**src/rtl/fetch_unit.sv**
```systemverilog
// Instruction-fetch stage: owns the PC, issues one-outstanding requests to a
// variable-latency instruction memory and hands instructions to decode.
module fetch_unit #(
  parameter logic [15:0] RESET_PC  = 16'h0000,
  parameter logic [15:0] NOP_INSTR = 16'h0800
) (
  input  logic        clk,
  input  logic        rst_n,
  input  logic        redirect,
  input  logic [15:0] redirectPC,
  input  logic        halt,
  input  logic        stall,
  output logic        imemReq,
  output logic [15:0] imemAddr,
  input  logic        imemRdy,
  input  logic        imemDone,
  input  logic [15:0] imemData,
  output logic [15:0] instr,
  output logic [15:0] incPC,
  output logic        instrValid,
  output logic        halted
);

  typedef enum logic [2:0] {
    ST_IDLE   = 3'd0,
    ST_FETCH  = 3'd1,
    ST_WAIT   = 3'd2,
    ST_HOLD   = 3'd3,
    ST_HALTED = 3'd4
  } state_e;

  state_e      state_q, state_d;
  logic [15:0] pc_q, pc_d;
  logic [15:0] fetch_pc_q, fetch_pc_d;
  logic        squash_q, squash_d;
  logic [15:0] instr_q, instr_d;
  logic [15:0] inc_pc_q, inc_pc_d;
  logic        valid_q, valid_d;
  logic        halted_q, halted_d;
  logic [15:0] buf_instr_q, buf_instr_d;
  logic [15:0] buf_pc_q, buf_pc_d;
  logic        req;
  logic        consumed;
  logic        slot_free;
  logic        halt_taken;
  logic        redirect_live;

  assign consumed      = valid_q && !stall;
  assign slot_free     = !valid_q || consumed;
  assign halt_taken    = halt && valid_q && !stall && !redirect;
  assign redirect_live = redirect && (state_q != ST_IDLE) && (state_q != ST_HALTED);

  // Next-state, datapath and memory-request logic.
  always_comb begin
    state_d     = state_q;
    pc_d        = pc_q;
    fetch_pc_d  = fetch_pc_q;
    squash_d    = squash_q;
    instr_d     = instr_q;
    inc_pc_d    = inc_pc_q;
    valid_d     = valid_q;
    halted_d    = halted_q;
    buf_instr_d = buf_instr_q;
    buf_pc_d    = buf_pc_q;
    req         = 1'b0;

    if (consumed) begin
      valid_d = 1'b0;
    end else begin
      valid_d = valid_q;
    end

    case (state_q)
      ST_IDLE: begin
        state_d = ST_FETCH;
      end
      ST_FETCH: begin
        req = !redirect && !halt_taken;
        if (req && imemRdy) begin
          fetch_pc_d = pc_q;
          pc_d       = pc_q + 16'd2;
          state_d    = ST_WAIT;
        end else begin
          state_d = ST_FETCH;
        end
      end
      ST_WAIT: begin
        if (!imemDone) begin
          state_d = ST_WAIT;
        end else if (squash_q) begin
          squash_d = 1'b0;
          state_d  = ST_FETCH;
        end else if (slot_free) begin
          instr_d  = imemData;
          inc_pc_d = fetch_pc_q + 16'd2;
          valid_d  = 1'b1;
          state_d  = ST_FETCH;
        end else begin
          buf_instr_d = imemData;
          buf_pc_d    = fetch_pc_q;
          state_d     = ST_HOLD;
        end
      end
      ST_HOLD: begin
        if (slot_free) begin
          instr_d  = buf_instr_q;
          inc_pc_d = buf_pc_q + 16'd2;
          valid_d  = 1'b1;
          state_d  = ST_FETCH;
        end else begin
          state_d = ST_HOLD;
        end
      end
      ST_HALTED: begin
        valid_d  = 1'b0;
        halted_d = 1'b1;
        state_d  = ST_HALTED;
      end
      default: begin
        state_d = ST_IDLE;
        valid_d = 1'b0;
      end
    endcase

    // A redirect outranks halt and stall; any in-flight fetch is wrong-path.
    if (redirect_live) begin
      pc_d    = redirectPC;
      valid_d = 1'b0;
      if (state_q == ST_WAIT && !imemDone) begin
        squash_d = 1'b1;
        state_d  = ST_WAIT;
      end else begin
        squash_d = 1'b0;
        state_d  = ST_FETCH;
      end
    end else if (halt_taken) begin
      valid_d  = 1'b0;
      halted_d = 1'b1;
      squash_d = 1'b0;
      state_d  = ST_HALTED;
    end else begin
      halted_d = halted_d;
    end

    if (!valid_d) begin
      instr_d = NOP_INSTR;
    end else begin
      instr_d = instr_d;
    end
  end

  // State and datapath registers.
  always_ff @(posedge clk or negedge rst_n) begin
    if (!rst_n) begin
      state_q     <= ST_IDLE;
      pc_q        <= RESET_PC;
      fetch_pc_q  <= 16'h0000;
      squash_q    <= 1'b0;
      instr_q     <= NOP_INSTR;
      inc_pc_q    <= 16'h0000;
      valid_q     <= 1'b0;
      halted_q    <= 1'b0;
      buf_instr_q <= 16'h0000;
      buf_pc_q    <= 16'h0000;
    end else begin
      state_q     <= state_d;
      pc_q        <= pc_d;
      fetch_pc_q  <= fetch_pc_d;
      squash_q    <= squash_d;
      instr_q     <= instr_d;
      inc_pc_q    <= inc_pc_d;
      valid_q     <= valid_d;
      halted_q    <= halted_d;
      buf_instr_q <= buf_instr_d;
      buf_pc_q    <= buf_pc_d;
    end
  end

  assign imemReq    = req;
  assign imemAddr   = pc_q;
  assign instr      = instr_q;
  assign incPC      = inc_pc_q;
  assign instrValid = valid_q;
  assign halted     = halted_q;

endmodule

```
**config.mk**
```make
export PLATFORM = sky130hd
export DESIGN_NAME = fetch_unit
export DESIGN_NICKNAME = d
export VERILOG_FILES = /design/src/rtl/fetch_unit.sv
export SDC_FILE = /design/constraint.sdc
export NUM_CORES = 1
export LEC_CHECK = 0
export CAP_MARGIN = 0
export CORE_MARGIN = 2
export CORE_UTILIZATION = 40
export CTS_CLUSTER_SIZE = 28
export DETAILED_ROUTE_END_ITERATION = 6
export PLACE_DENSITY = 0.75
export RECOVER_POWER = 100
export SLEW_MARGIN = 40
export SYNTH_ARGS = -nofsm -noshare
export SYNTH_HDL_FRONTEND = slang
export SYNTH_SLANG_ARGS = --single-unit
export TNS_END_PERCENT = 5
```
**constraint.sdc**
```tcl
create_clock -name clk -period 2.75 [get_ports clk]
set_input_delay 0.6875 -clock clk [delete_from_list [all_inputs] [get_ports clk]]
set_output_delay 0.6875 -clock clk [all_outputs]
set_load 0.005 [all_outputs]
```
==> results <==
- The run finished with clean final reports.
- The clock tree from TritonCTS is done.
- Broken down by cell family, the worst path's largest delay share belongs to buffers and inverters.
- The headroom to the max-slew limit is 3.530%.
- By area the synthesized netlist is led by sky130_fd_sc_hd__dfrtp_1, sky130_fd_sc_hd__nand2_1, sky130_fd_sc_hd__mux2_2.
- The number of clock sinks is 102.
- Clock skew on the completed layout was measured at 0.01038 ns.
- STA classifies the critical path startpoint as an input port.
- The wire length of the first global-routing pass is 19.64 mm.
- The area of placed instances is 6141 um2.
- The count of nets left with antenna violations once routing finished came out at 0.
- In this run, placement finished with an instance count of 766.
- Buffers added to address setup during post-CTS repair amount to 0.
- The number of enable-type register cells in the synthesized netlist is 0.
- The slew at the pin closest to its max-slew limit is 1.447 ns.
- The worst hold path class is reg -> reg.
- The core region is 12470 um2.
- The clock network burns 28.0% of the power.
- Summing over every cut layer, the via total after detailed routing is 4056.
- The initial antenna violation count is 0.
- The minimum hold slack is 0.4729 ns.
- Yosys mapped the design onto 58 distinct sky130hd cell types.
- The half-perimeter wire length after placement is 8.371 mm.
- For this design the static power due to leakage is 2.882 nW.
- For this run, the number of standard cells in the final layout without fillers is 782.
- The net count of the finished layout is 646.
- The routability congestion estimate from global placement is 0.8669.
- Cell internal power was estimated by the tool at 3.166 mW.
- The height of the die is 116.3 um.
- The full die area is 13520 um2.
- The via count of the first global-routing pass was 4103.
- The required time of the critical path is 2.06 ns.
- Data arrives at the worst endpoint at 1.90 ns.
- In the routed design, unresolved DRC markers number 0.
- The synthesized design contains 102 register bits.
- The library cell used most frequently in the layout, excluding fill and tap cells, is sky130_fd_sc_hd__nand2_1.
- Dividing total power by cell area gives a power density of 738.8 nW/um2.
- The top cell types in the final layout, fill and taps aside, are sky130_fd_sc_hd__nand2_1, sky130_fd_sc_hd__dfrtp_1, sky130_fd_sc_hd__dlygate4sd3_1.
- Sequential cells account for 45.4% of the total power.
- The post-detailed-route via-to-cell ratio is 5.187.
- The dominant cell type by area after synthesis is sky130_fd_sc_hd__dfrtp_1.
- After synthesis the cells add up to 5042 um2.
- The number of maximum-capacitance constraint violations is 0.
- The register area is 2554 um2.
- Net switching is 33.02% of the power.
- Setup violations remaining at the end of the flow were counted as 0.
- For this run, the leading register cell type out of synthesis is sky130_fd_sc_hd__dfrtp_1.
- The root buffer cell is sky130_fd_sc_hd__clkbuf_16.
- The warning count from the yosys run is 0.
- The master of the slowest instance on the critical path is sky130_fd_sc_hd__dlygate4sd3_1.
- After detailed routing, the total wire length is 11.71 mm.
- The number of buffers added by the clock tree synthesis step is 9.
- The layout has 1114 filler cells.
- In this run the biggest area consumer among cell types represents 50.12% of the synthesized area.
- The detailed router finished its first iteration with 213 violations.
- Among the stages of the critical path, the cell type that occurs most often is sky130_fd_sc_hd__nor2_1.
- A synthesized cell averages 9.810 um2.
- The synthesized instance count is 514.
- The slack of the critical path is 0.1585 ns.
- The share of the Yosys chip area taken by registers is 50.65%.
- Counting flops with an async set or reset pin after synthesis yields a share of 100.0%.
- The final number of max-transition violations is 0.
- The growth of design area from synthesis to finish is 26.87%.
- The relative contribution of combinational cells to total power is 26.7%.
- The post-route standard cell area excluding fillers is 6397 um2.
- No sink is reached through more buffers than the 2 on the longest clock path.
- The first detailed-routing pass took 4 iterations.
- Of the available clock period, the critical path in the final layout requires 94.24%.
- The floorplan step set the die width to 116.3 um.
- Traced cell by cell, the critical path runs through dlygate4sd3_1 -> nor2_1 -> nand3_1 -> nor2_1 -> dlygate4sd2_1.
- The worst setup path is of the in -> out kind.
- Of all nets on the critical path, the largest fanout is 2.
- The worst setup path is captured at an output port.
- The power spent charging and discharging nets is 1.560 mW.
- The top achievable clock speed is 0.3859 GHz.
- 90 I/O pins were placed.
- The multi-input combinational cells in the finished layout cover a total of 2297 um2.
- Setup repair after global routing left no endpoint under its margin.
- Global routing used 18.16% of the available tracks across all layers.
- 0 antenna diodes ended up in the layout.
- Once the floorplan was initialized, standard cells occupied 40.45% of the core.
- During placement, the flow inserted port buffers numbering 89.
- The hold violation total from the final report is 0.
- The delay contributed by the slowest stage of the critical path is 0.56 ns.
- The largest net degree at the start of global routing is 61.
- The highest ir drop seen on vdd is 0.3331 mV.
- The later pin in the worst-skew pair is clocked with a latency of 0.35 ns.
- The number of nets handed over by synthesis was 555.
- Timing analysis after detailed placement gives a worst setup slack of -0.04363 ns.
- The clock-pin slew reported for the worst setup and hold paths after clock tree synthesis is 0.07 ns.
- The deepest level of the CTS H-tree is 3.
- The floorplan has 41 rows.
- The sum of buffers and inverters on the critical path is 2.
- The global-route congestion overflow total is 0.
- The fraction of final layout cells with drive strength greater than 1 is 12.46%.
- The post-route core utilization is 51.32%.
- The average wire length per cell after detail routing is 14.97 um.
- The final period demand of the worst path is 2.591 ns.
[final timing paths]
kind                              endpoint  depth (start not counted)  slack (ns)        from
max in group asynchronous     buf_pc_q[14]                          2        0.65       rst_n
min                               incPC[5]                          2        0.47    incPC[5]
max                                imemReq                          5        0.16    redirect
min reg2reg                       incPC[5]                          2        0.47    incPC[5]
min in group asynchronous  buf_instr_q[15]                          1        0.67       rst_n
max reg2reg                      incPC[15]                          9        0.33  state_q[2]
[metal layers]
metal	part of all wire, %	track usage [%]	up-vias
met4	1.5	5.873	0
li1	-	-	1972
met3	5.5	3.788	14
met1	44	24.87	1932
met5	0	0	-
met2	49	29.07	138
[worst min-delay path: stages (launching register included)]
cell                      delay, ns
sky130_fd_sc_hd__dfrtp_1       0.34
sky130_fd_sc_hd__nand2_1       0.05
sky130_fd_sc_hd__o31ai_1       0.05
[synth_stat cells, types with 4 or more instances]
cell type,number
sky130_fd_sc_hd__nor2_1,40
sky130_fd_sc_hd__inv_1,5
sky130_fd_sc_hd__o21ai_0,20
sky130_fd_sc_hd__mux2_2,31
sky130_fd_sc_hd__a21oi_1,7
sky130_fd_sc_hd__mux2i_1,10
sky130_fd_sc_hd__and3_1,7
sky130_fd_sc_hd__nand4_1,7
sky130_fd_sc_hd__xor2_1,10
sky130_fd_sc_hd__dfrtp_1,101
sky130_fd_sc_hd__a311oi_1,16
sky130_fd_sc_hd__clkbuf_1,7
sky130_fd_sc_hd__buf_4,4
sky130_fd_sc_hd__nor3_1,7
sky130_fd_sc_hd__buf_6,6
sky130_fd_sc_hd__o21ai_1,13
sky130_fd_sc_hd__xnor2_1,10
sky130_fd_sc_hd__nand2_1,135
sky130_fd_sc_hd__nand3_1,16
sky130_fd_sc_hd__buf_2,10
[cell type report]
type | instances | area share (%)
clock buffer | 9 | 3.520
timing repair buffer | 108 | 15.63
clock inverter | 7 | 1.369
tap | 172 | 3.364
inverter | 5 | 0.2934
multi-input combinational | 379 | 35.91
sequential | 102 | 39.92
[kinds of logic after synthesis]
logic type                 after synthesis  synth area share (%)
buffers and inverters                   33                 3.896
xor gates and xnor gates                20                 3.474
muxes                                   43                 9.404
AOI/OAI and AO/OA                       79                 10.42
adders and majority gates                2                0.4962
DFF                                    102                 50.65
and+or+nand+nor                        235                 21.66
[state kept, by name, summed over array words and instances (netlist names)]
| name | count |
|---|---|
| buf_pc_q | 16 |
| instr | 16 |
| buf_instr_q | 16 |
| incPC | 16 |
| halted | 1 |
| instrValid | 1 |
| fetch_pc_q | 16 |
| squash_q | 1 |
| state_q | 3 |
| imemAddr | 16 |
[metrics by stage]
step	power, mW	setup TNS [ns]
2_1_floorplan	2.802	0
3_3_place_gp	3.469	-0.05147
3_5_place_dp	3.532	-0.04363
4_1_cts	4.869	0
5_1_grt	5.024	0
6_report	4.726	0
[power groups by stage]
stage | Sequential [mW] | Clock, mW | Combinational, mW
CTS | 2.15 | 1.35 | 1.37
floorplan | 2.09 | 0 | 0.713
global placement | 2.14 | 0 | 1.32
finish | 2.14 | 1.32 | 1.26
detailed placement | 2.18 | 0 | 1.35
global route | 2.20 | 1.41 | 1.42
[repair_timing]
| item | 4_1_cts | 5_1_grt |
|---|---|---|
| hold buffers | 0 | 0 |
| endpoints found under the setup margin | 1 | 0 |
| resized for setup | 1 | 0 |
No activity file was read; power rests on OpenSTA's default activity.
